[config.mk]
export PLATFORM = sky130hd
export DESIGN_NAME = seq_store_txn_ctrl
export DESIGN_NICKNAME = d
export VERILOG_FILES = /design/src/rtl/axi_pkg.sv /design/src/rtl/vlsu_pkg.sv /design/src/rtl/seq_store_burst_calc.sv /design/src/rtl/seq_store_txn_ctrl.sv
export SDC_FILE = /design/constraint.sdc
export NUM_CORES = 1
export LEC_CHECK = 0
export BUFFER_PORTS_ARGS = -buffer_cell sky130_fd_sc_hd__buf_2
export CORE_MARGIN = 2
export CORE_UTILIZATION = 60
export DETAILED_ROUTE_END_ITERATION = 10
export PLACE_DENSITY = 0.93
export SYNTH_ARGS = -nofsm -noshare
export SYNTH_HDL_FRONTEND = slang
export SYNTH_SLANG_ARGS = --single-unit
[constraint.sdc]
create_clock -name clk_i -period 36 [get_ports clk_i]
set_clock_uncertainty 0.1 [all_clocks]
set_input_delay 3.6 -clock clk_i [delete_from_list [all_inputs] [get_ports clk_i]]
set_output_delay 3.6 -clock clk_i [all_outputs]
set_load 0.02 [all_outputs]
[src/rtl/axi_pkg.sv]
// AXI write-address channel payload and response/burst encodings.
package axi_pkg;

   localparam int unsigned AddrWidth = 64;

   typedef logic [1:0] resp_t;
   typedef logic [1:0] burst_t;

   localparam resp_t  RespOkay   = 2'b00;
   localparam resp_t  RespSlvErr = 2'b10;
   localparam burst_t BurstIncr  = 2'b01;

   typedef struct packed {
      logic [AddrWidth-1:0] addr;
      logic [7:0]           len;
      logic [2:0]           size;
      burst_t               burst;
   } aw_chan_t;

endpackage

[src/rtl/vlsu_pkg.sv]
// Shared VLSU types and constants for the sequential store path.
// Contents: bus geometry constants, store request, global meta record and
// per-beat transaction control payloads.
package vlsu_pkg;

   localparam int unsigned AxiDataWidth  = 64;
   localparam int unsigned AxiAddrWidth  = 64;
   localparam int unsigned VlWidth       = 16;
   localparam int unsigned BusBytes      = AxiDataWidth / 8;
   localparam int unsigned BusNibbles    = AxiDataWidth / 4;
   localparam int unsigned BeatBits      = $clog2(BusBytes);
   localparam int unsigned LbnWidth      = $clog2(BusNibbles) + 1;
   localparam int unsigned MaxBurstBeats = 256;
   localparam int unsigned BeatCntWidth  = $clog2(MaxBurstBeats) + 1;
   localparam int unsigned PageBytes     = 4096;
   localparam int unsigned PageBits      = $clog2(PageBytes);

   typedef struct packed {
      logic [AxiAddrWidth-1:0] addr;
      logic [VlWidth-1:0]      vl;
      logic [VlWidth-1:0]      vstart;
      logic [1:0]              sew;
   } store_req_t;

   typedef struct packed {
      logic [VlWidth-1:0] vstart;
      logic [1:0]         sew;
   } meta_glb_t;

   typedef struct packed {
      logic [AxiAddrWidth-1:0] addr;
      logic                    is_head;
      logic [7:0]              rmn_beat;
      logic [LbnWidth-1:0]     lb_n;
      logic                    is_final_txn;
   } seq_store_txn_ctrl_t;

endpackage

[src/rtl/seq_store_burst_calc.sv]
// Combinational burst geometry for the next AXI write burst.
// Ports: cur_addr / end_addr (exclusive) in; burst_end (exclusive), beats,
// lb_n (nibbles valid in the last beat) and is_final out.
module seq_store_burst_calc
   import vlsu_pkg::*;
(
   input  logic [AxiAddrWidth-1:0] cur_addr,
   input  logic [AxiAddrWidth-1:0] end_addr,
   output logic [AxiAddrWidth-1:0] burst_end,
   output logic [BeatCntWidth-1:0] beats,
   output logic [LbnWidth-1:0]     lb_n,
   output logic                    is_final
);

   logic [AxiAddrWidth-1:0] aligned;
   logic [AxiAddrWidth-1:0] page_end;
   logic [AxiAddrWidth-1:0] max_end;
   logic [AxiAddrWidth-1:0] span;
   logic [BeatBits-1:0]     last_off;
   logic [LbnWidth-1:0]     last_cnt;

   // burst ends at the earliest of request end, 4 KiB page end, max burst length
   always_comb begin
      aligned   = {cur_addr[AxiAddrWidth-1:BeatBits], BeatBits'(0)};
      page_end  = {cur_addr[AxiAddrWidth-1:PageBits] + (AxiAddrWidth-PageBits)'(1),
                   PageBits'(0)};
      max_end   = aligned + AxiAddrWidth'(MaxBurstBeats * BusBytes);
      burst_end = end_addr;
      if (page_end < burst_end) burst_end = page_end;
      if (max_end < burst_end)  burst_end = max_end;
      span      = burst_end - aligned + AxiAddrWidth'(BusBytes - 1);
      beats     = BeatCntWidth'(span >> BeatBits);
      // offset of the last byte within its beat; wraps to BusBytes-1 when aligned
      last_off  = burst_end[BeatBits-1:0] - BeatBits'(1);
      last_cnt  = LbnWidth'(last_off) + LbnWidth'(1);
      lb_n      = last_cnt << 1;
      is_final  = (burst_end == end_addr);
   end

endmodule

[src/rtl/seq_store_txn_ctrl.sv]
// Sequences one unit-stride vector store into AXI INCR write bursts, emits a
// global meta record and per-beat control to the store datapath, tracks
// outstanding B responses and reports completion.
// Ports: req_* (request in), meta_glb_* (meta out), txn_ctrl_* (beat control
// out), axi_aw_* (AW out), axi_b_* (B in), done_* (completion out).
// Optional: SEQ_STORE_TXN_PERF_EN adds perf_aw_stall_o, perf_txn_stall_o,
// perf_bursts_o saturating counters.
module seq_store_txn_ctrl
   import vlsu_pkg::*;
   import axi_pkg::*;
#(
   parameter int unsigned MaxOutstanding = 4
) (
   input  logic                clk_i,
   input  logic                rst_ni,
   input  logic                req_valid_i,
   output logic                req_ready_o,
   input  store_req_t          req_i,
   output logic                meta_glb_valid_o,
   input  logic                meta_glb_ready_i,
   output meta_glb_t           meta_glb_o,
   output logic                txn_ctrl_valid_o,
   input  logic                txn_ctrl_ready_i,
   output seq_store_txn_ctrl_t txn_ctrl_o,
   output logic                axi_aw_valid_o,
   input  logic                axi_aw_ready_i,
   output aw_chan_t            axi_aw_o,
   input  logic                axi_b_valid_i,
   output logic                axi_b_ready_o,
   input  logic [1:0]          axi_b_resp_i,
   output logic                done_valid_o,
   input  logic                done_ready_i,
   output logic                done_err_o
`ifdef SEQ_STORE_TXN_PERF_EN
   ,
   output logic [31:0]         perf_aw_stall_o,
   output logic [31:0]         perf_txn_stall_o,
   output logic [31:0]         perf_bursts_o
`endif
);

   localparam int unsigned OutW = $clog2(MaxOutstanding + 1);

   typedef enum logic [2:0] {
      S_IDLE, S_META, S_BURST, S_BEATS, S_WAIT_B, S_DONE
   } state_e;

   state_e                  state_q, state_d;
   logic                    ready_en_q;
   logic [AxiAddrWidth-1:0] cur_addr_q, cur_addr_d;
   logic [AxiAddrWidth-1:0] end_addr_q, end_addr_d;
   logic [VlWidth-1:0]      vstart_q, vstart_d;
   logic [1:0]              sew_q, sew_d;
   logic [AxiAddrWidth-1:0] burst_addr_q, burst_addr_d;
   logic [AxiAddrWidth-1:0] burst_end_q, burst_end_d;
   logic [7:0]              rmn_q, rmn_d;
   logic [LbnWidth-1:0]     lb_n_q, lb_n_d;
   logic                    final_q, final_d;
   logic                    head_q, head_d;
   logic [OutW-1:0]         out_q, out_d;
   logic                    err_q, err_d;

   logic [AxiAddrWidth-1:0] req_start;
   logic [AxiAddrWidth-1:0] req_bytes;
   logic [AxiAddrWidth-1:0] calc_end;
   logic [BeatCntWidth-1:0] calc_beats;
   logic [LbnWidth-1:0]     calc_lb_n;
   logic                    calc_final;
   logic                    req_fire, meta_fire, aw_fire, txn_fire, b_fire, done_fire;

   seq_store_burst_calc u_burst_calc (
      .cur_addr  (cur_addr_q),
      .end_addr  (end_addr_q),
      .burst_end (calc_end),
      .beats     (calc_beats),
      .lb_n      (calc_lb_n),
      .is_final  (calc_final)
   );

   // request decode at address width
   assign req_start = req_i.addr + (AxiAddrWidth'(req_i.vstart) << req_i.sew);
   assign req_bytes = (AxiAddrWidth'(req_i.vl) - AxiAddrWidth'(req_i.vstart)) << req_i.sew;

   // channel payloads come only from registers so they hold while stalled
   assign meta_glb_o.vstart   = vstart_q;
   assign meta_glb_o.sew      = sew_q;
   assign axi_aw_o.addr       = cur_addr_q;
   assign axi_aw_o.len        = 8'(calc_beats - BeatCntWidth'(1));
   assign axi_aw_o.size       = 3'(BeatBits);
   assign axi_aw_o.burst      = BurstIncr;
   assign txn_ctrl_o.addr         = burst_addr_q;
   assign txn_ctrl_o.is_head      = head_q;
   assign txn_ctrl_o.rmn_beat     = rmn_q;
   assign txn_ctrl_o.lb_n         = (rmn_q == 8'd0) ? lb_n_q : '0;
   assign txn_ctrl_o.is_final_txn = final_q;

   // next-state, handshakes and channel valids
   always_comb begin
      state_d          = state_q;
      cur_addr_d       = cur_addr_q;
      end_addr_d       = end_addr_q;
      vstart_d         = vstart_q;
      sew_d            = sew_q;
      burst_addr_d     = burst_addr_q;
      burst_end_d      = burst_end_q;
      rmn_d            = rmn_q;
      lb_n_d           = lb_n_q;
      final_d          = final_q;
      head_d           = head_q;
      out_d            = out_q;
      err_d            = err_q;
      req_ready_o      = ready_en_q && (state_q == S_IDLE);
      meta_glb_valid_o = (state_q == S_META);
      axi_aw_valid_o   = (state_q == S_BURST) && (out_q < OutW'(MaxOutstanding));
      txn_ctrl_valid_o = (state_q == S_BEATS);
      done_valid_o     = (state_q == S_DONE);
      done_err_o       = err_q && (state_q == S_DONE);
      axi_b_ready_o    = (out_q != '0);

      req_fire  = req_valid_i && req_ready_o;
      meta_fire = meta_glb_valid_o && meta_glb_ready_i;
      aw_fire   = axi_aw_valid_o && axi_aw_ready_i;
      txn_fire  = txn_ctrl_valid_o && txn_ctrl_ready_i;
      b_fire    = axi_b_valid_i && axi_b_ready_o;
      done_fire = done_valid_o && done_ready_i;

      case (state_q)
         S_IDLE: begin
            if (req_fire) begin
               cur_addr_d = req_start;
               end_addr_d = req_start + req_bytes;
               vstart_d   = req_i.vstart;
               sew_d      = req_i.sew;
               state_d    = (req_bytes == '0) ? S_DONE : S_META;
            end
         end
         S_META: begin
            if (meta_fire) state_d = S_BURST;
         end
         S_BURST: begin
            if (aw_fire) begin
               burst_addr_d = cur_addr_q;
               burst_end_d  = calc_end;
               rmn_d        = 8'(calc_beats - BeatCntWidth'(1));
               lb_n_d       = calc_lb_n;
               final_d      = calc_final;
               head_d       = 1'b1;
               state_d      = S_BEATS;
            end
         end
         S_BEATS: begin
            if (txn_fire) begin
               head_d = 1'b0;
               if (rmn_q == 8'd0) begin
                  if (final_q) begin
                     state_d = S_WAIT_B;
                  end else begin
                     cur_addr_d = burst_end_q;
                     state_d    = S_BURST;
                  end
               end else begin
                  rmn_d = rmn_q - 8'd1;
               end
            end
         end
         S_WAIT_B: begin
            if (out_q == '0) state_d = S_DONE;
         end
         S_DONE: begin
            if (done_fire) begin
               err_d   = 1'b0;
               state_d = S_IDLE;
            end
         end
         default: state_d = S_IDLE;
      endcase

      // simultaneous AW and B leaves the count unchanged
      if (aw_fire && !b_fire)      out_d = out_q + OutW'(1);
      else if (b_fire && !aw_fire) out_d = out_q - OutW'(1);

      if (b_fire && (axi_b_resp_i != RespOkay)) err_d = 1'b1;
   end

   // state and datapath registers
   always_ff @(posedge clk_i or negedge rst_ni) begin
      if (!rst_ni) begin
         state_q      <= S_IDLE;
         ready_en_q   <= 1'b0;
         cur_addr_q   <= '0;
         end_addr_q   <= '0;
         vstart_q     <= '0;
         sew_q        <= '0;
         burst_addr_q <= '0;
         burst_end_q  <= '0;
         rmn_q        <= '0;
         lb_n_q       <= '0;
         final_q      <= 1'b0;
         head_q       <= 1'b0;
         out_q        <= '0;
         err_q        <= 1'b0;
      end else begin
         state_q      <= state_d;
         ready_en_q   <= 1'b1;
         cur_addr_q   <= cur_addr_d;
         end_addr_q   <= end_addr_d;
         vstart_q     <= vstart_d;
         sew_q        <= sew_d;
         burst_addr_q <= burst_addr_d;
         burst_end_q  <= burst_end_d;
         rmn_q        <= rmn_d;
         lb_n_q       <= lb_n_d;
         final_q      <= final_d;
         head_q       <= head_d;
         out_q        <= out_d;
         err_q        <= err_d;
      end
   end

`ifdef SEQ_STORE_TXN_PERF_EN
   // saturating stall and burst counters
   always_ff @(posedge clk_i or negedge rst_ni) begin
      if (!rst_ni) begin
         perf_aw_stall_o  <= '0;
         perf_txn_stall_o <= '0;
         perf_bursts_o    <= '0;
      end else begin
         if (axi_aw_valid_o && !axi_aw_ready_i && (perf_aw_stall_o != '1))
            perf_aw_stall_o <= perf_aw_stall_o + 32'd1;
         if (txn_ctrl_valid_o && !txn_ctrl_ready_i && (perf_txn_stall_o != '1))
            perf_txn_stall_o <= perf_txn_stall_o + 32'd1;
         if (aw_fire && (perf_bursts_o != '1))
            perf_bursts_o <= perf_bursts_o + 32'd1;
      end
   end
`endif

   // a B response must always belong to an issued AW
   a_no_b_underflow : assert property (@(posedge clk_i) disable iff (!rst_ni)
      (axi_b_valid_i && axi_b_ready_o) |-> (out_q != '0));
   a_out_bounded : assert property (@(posedge clk_i) disable iff (!rst_ni)
      out_q <= OutW'(MaxOutstanding));

endmodule
---- After elaboration in Yosys (flattened, before gate mapping) ----
Cells that the tools add are included.
cells by class
  equal/unequal tests ..................... 15
  shift-type cells ........................ 2
  magnitude comparators ................... 3
  add/sub/neg operators ................... 13
  reductions and logical operators ........ 32
  mux-type cells .......................... 30
operator list
  kind                                                                     number
  64-bit 2-to-1 mux                                                        6
  64-bit adder                                                             2
  64-bit < comparator                                                      2
  64-bit case mux with 2 select lines                                      1
  64-bit by 12-bit adder with 64-bit output, second input constant         1
  64-bit == test                                                           1
  64-bit zero test                                                         1
  16-bit by 2-bit << shifter with 64-bit output                            1
  64-bit by 2-bit << shifter with 64-bit output                            1
  52-bit by 1-bit adder with 52-bit output, second input constant          1
  3-bit 2-to-1 mux                                                         11
  8-bit 2-to-1 mux                                                         3
  3-bit case mux with 6 select lines                                       1
  16-bit by 16-bit subtractor with 17-bit output                           1
  8-bit case mux with 2 select lines                                       1
  8-bit by 1-bit subtractor with 8-bit output, second input constant       2
  1-bit logical AND                                                        12
  2-bit nonzero test                                                       6
  11-bit by 3-bit adder with 11-bit output, second input constant          1
  11-bit subtractor                                                        1
  2-bit inequality test, second input constant                             5
  8-bit zero test                                                          1
  2-bit by 1-bit inequality test with 1-bit output, second input constant  4
  7-bit AND reduction                                                      1
  other kinds (17)                                                         28
storage, ports and cells
  input port bits ......................... 108
  output and inout port bits .............. 181
  word-level logic and storage cells ...... 109
  bits in registers ....................... 296

---- Longest topological paths before layout ----
  depth after elaboration ................. 10
  depth in mapped cells ................... 49
  mapped depth without buffers ............ 40

---- Cells and area by module ----
A second synthesis with hierarchy kept.
second synthesis, totals
  cells, all modules ...................... 3609
  area, all modules ....................... 27306.2 sq um
modules (own cells, without submodules)
  module                area each (sq um)  instances  sequential area each (sq um)  cells an instance
  seq_store_txn_ctrl    19169.6            1          7432.1                        2350
  seq_store_burst_calc  8136.6             1          0.0                           1259

---- Worst setup path after synthesis ----
OpenSTA, ideal clock, no wires.
  path type ............................... register to output
  start point ............................. register cur_addr_q[15]
  end point ............................... output axi_aw_o[12] in the netlist's numbering
  data arrival time ....................... 11.478 ns
  data required time ...................... 32.300 ns
  cell stages (with the launch flop) ...... 46
  slack ................................... 20.822 ns
  path buffers ............................ 13
  cells stage by stage .................... dfrtp_1 > clkbuf_1 > nand2_1 > or3_1 > clkbuf_1 > or4_1 > nor2_1 > and3_1 > and4_1 > xor2_1 > ha_1 > nand4_1 > nor4_1 > a221oi_1 > o211ai_1 > clkbuf_1 > or2_2 > clkbuf_1 > (+10 left out) > a21oi_1 > or4_1 > o41a_2 > nor2_2 > clkbuf_1 > clkbuf_1 > clkbuf_1 > buf_1 > nand2_1 > o21ai_0 > ha_1 > ha_1 > nand3_1 > o31a_4 > a2111oi_4 > o211ai_2 > a211oi_2 > xnor3_1
RTL lines
  what                      line                       RTL
  start: declaration        seq_store_txn_ctrl.sv:50   logic [AxiAddrWidth-1:0] cur_addr_q, cur_addr_d;
  start signal: assignment  seq_store_txn_ctrl.sv:205  cur_addr_q <= cur_addr_d;
  end: declaration          seq_store_txn_ctrl.sv:27   output aw_chan_t axi_aw_o,

==> impl_metrics.csv <==
group,metric,value,unit
timing,period_share,47.2,%
drt,via_per_inst,6.61,
min_path,min_path_cells,2,
timing,max_freq,58.8,MHz
drt,num_vias,26800,
yosys,ys_ff_latch,293,
floorplanning,placementRows,76,
floorplanning,initial_core_util,60.5,%
drt,wl_per_cell,24.3,um
clocking,cts-resized-gates,0,
grt,grt_pass1_vias,25100,
floorplanning,ioPinCount,289,
floorplanning,fp.dieH,212,um
floorplanning,dieArea,0.0448,mm^2
worst_setup_path,cpMaxStageDelayCell,"or2_4",
yosys,synthFlopType,"dfrtp_1",
job,cap_violations,0,
clocking,cts_tree,"yes",
timing,slew-limit-headroom,30.1,%
drt,first_pass_iters,6,
worst_setup_path,critPathMaxStageDelay,880,ps
layout,syn_to_final_growth,10.5,%
clocking,clkLatencyLatePin,620,ps
timing,worst_pin_slew,1040,ps
yosys,netlist_instances,3321,
clocking,ctsHtreeMaxLevel,1,
yosys,synth.distinct_cells,94,
yosys,ys_seq_area_share,28.3,%
clocking,clkSlewWorstSetupHoldPaths,60,ps
drt,routed_wl,98.7,mm
timing,rsz0062_at_grt,"no",
yosys,synth_async_sr_flop_share,100,%
drt,maxUsedRoutingLayer,"met5",
min_path,hold_class,"flip-flop to flip-flop",
clocking,cts_setup_buffers,0,
timing,slew_violations,0,
grt,grt_max_degree,99,
worst_setup_path,cp.arrival,13300,ps
drt,drt_iter0_drc,3592,
grt,grt_pass1_wl,148,mm
yosys,syn_area,0.0259,mm^2
floorplanning,fp.dieW,212,um
clocking,numCtsBuffers,31,
status,outcome,"completed",
worst_setup_path,required,32300,ps
timing,finalSetupViolCount,0,
worst_setup_path,cp-start-kind,"flip-flop",
drt,drc,0,
drt,wl_met1,38.7,mm
place,dpl.hpwl,75.6,mm
layout,final_nets,3822,
worst_setup_path,crit_fanout,85,
drt,met3_length,14.2,mm
grt,grt_usage,43.5,%
yosys,ys_warn_count,0,
worst_setup_path,critPathKind,"flip-flop to primary output",
drt,drtAntennaViolNets,0,
clocking,cts.sinks,293,
place,routabilityCongestion,1.05,
timing,hold_viol,0,
yosys,postSynthAreaPerCell,7.79,um^2
timing,setup_tns,0,ps
timing,period_minus_slack,17000,ps
clocking,clockBufferDepth,3,
clocking,root_buffer,"clkbuf_16",
yosys,synth_edf_count,0,
layout,drive_gt1_share,12.7,%
drt,dr_wl_met2,40.4,mm
clocking,holdBufCountCts,0,
place,numPortBuffers,282,
worst_setup_path,ff2ff_path_depth,34,
floorplanning,core_area,0.0428,mm^2
grt,grt_overflow,0,
grt,antenna_found_initial,3,
worst_setup_path,cp-end-kind,"primary output",
worst_setup_path,crit_top_cell,"ha_1",
==> final cells by class <==
cell class	count	area (um^2)
inverter	149	559
sequential	293	7330
tap	546	683
clock inverter	16	168
multi-input combinational	2692	17300
fill	3544	14200
timing repair buffer	314	1660
antenna	1	2.50
clock buffer	42	897
==> worst paths after layout <==
path,slack [ps],endpoint,start
setup / recovery,19000,axi_aw_o[11],cur_addr_q[12]$_DFFE_PN0P_
hold / removal,370,burst_addr_q[22]$_DFFE_PN0P_,burst_addr_q[22]$_DFFE_PN0P_
setup reg to reg,23000,rmn_q[7]$_DFFE_PN0P_,cur_addr_q[12]$_DFFE_PN0P_
hold reg to reg,370,burst_addr_q[22]$_DFFE_PN0P_,burst_addr_q[22]$_DFFE_PN0P_
max in group asynchronous,30560,burst_addr_q[6]$_DFFE_PN0P_,rst_ni
min in group asynchronous,2900,cur_addr_q[36]$_DFFE_PN0P_,rst_ni
==> layer usage <==
layer	vias up	track usage, %
met1	12700	59.1
met4	4	20.1
li1	12000	-
met5	-	0
met3	320	15.3
met2	1784	61.8
==> sequential cells by signal, summed over array words and instances, names as in the netlist, 2 cells and up <==
register / cells
sew_q: 2
cur_addr_q: 64
burst_addr_q: 64
vstart_q: 16
state_q: 3
end_addr_q: 64
out_q: 3
burst_end_q: 64
rmn_q: 8
==> cell families after synthesis <==
| kind of cell | synth area share (%) |
|---|---|
| mux | 3.42 |
| xor+xnor | 9.59 |
| buf+inv | 5.11 |
| fa+ha+maj | 11.4 |
| compound gates | 20.6 |
| other cells | 0.0290 |
| flops | 28.3 |
| simple gates | 21.5 |
==> layout by cell type, fill, tap and decap left out, types with 86 or more instances in the layout <==
cell     synthesis  routed
nand2_1        632     629
o21ai_0        355     355
dfrtp_1        293     293
buf_2            9     282
ha_1           229     229
nor2_1         196     196
xnor2_1        183     183
a21oi_1        173     172
inv_1          149     148
xor2_1          98      98
nand3_1         94      94
a21o_1          87      86
==> Yosys cell counts, drive strengths merged, types with 21 or more instances <==
cell type / instances / area, um^2
nand2: 632 / 2370
and2: 25 / 156
a21oi: 174 / 882
dfrtp: 293 / 7330
buf: 36 / 176
o21ai: 361 / 1810
a21o: 87 / 653
clkbuf: 156 / 587
mux2: 24 / 270
nand3: 94 / 470
mux2i: 39 / 390
a31oi: 34 / 213
nand4: 62 / 388
o21a: 21 / 158
nor3: 60 / 305
inv: 149 / 559
nor2: 198 / 748
ha: 229 / 2870
or3: 22 / 138
and3: 47 / 294
xor2: 98 / 858
xnor2: 183 / 1600
==> through the flow <==
step	util (%)	hold WS, ps	setup slack (ps)	cells	cell area, um^2
2_1_floorplan	-	338	20820	3326	25900
3_3_place_gp	64.3	349	20040	3993	27500
3_5_place_dp	64.4	358	19980	3994	27500
4_1_cts	66.8	374	19310	4052	28600
5_1_grt	66.8	387	18250	4052	28600
6_report	66.8	370	19000	4053	28600
==> worst max-delay path: cells and delay by family (launching register included) <==
kind | cells | cell delay (ps)
adder cells (fa/ha/maj) | 6 | 1820
AND/OR/NAND/NOR | 12 | 5180
AO/OA/AOI/OAI | 12 | 3220
XOR/XNOR | 3 | 880
buffers and inverters | 3 | 1050
flip-flops | 1 | 500
Power is left out: the tool's default activity adds up to more than one toggle a clock period on the data nets, which glitch-free logic cannot reach.
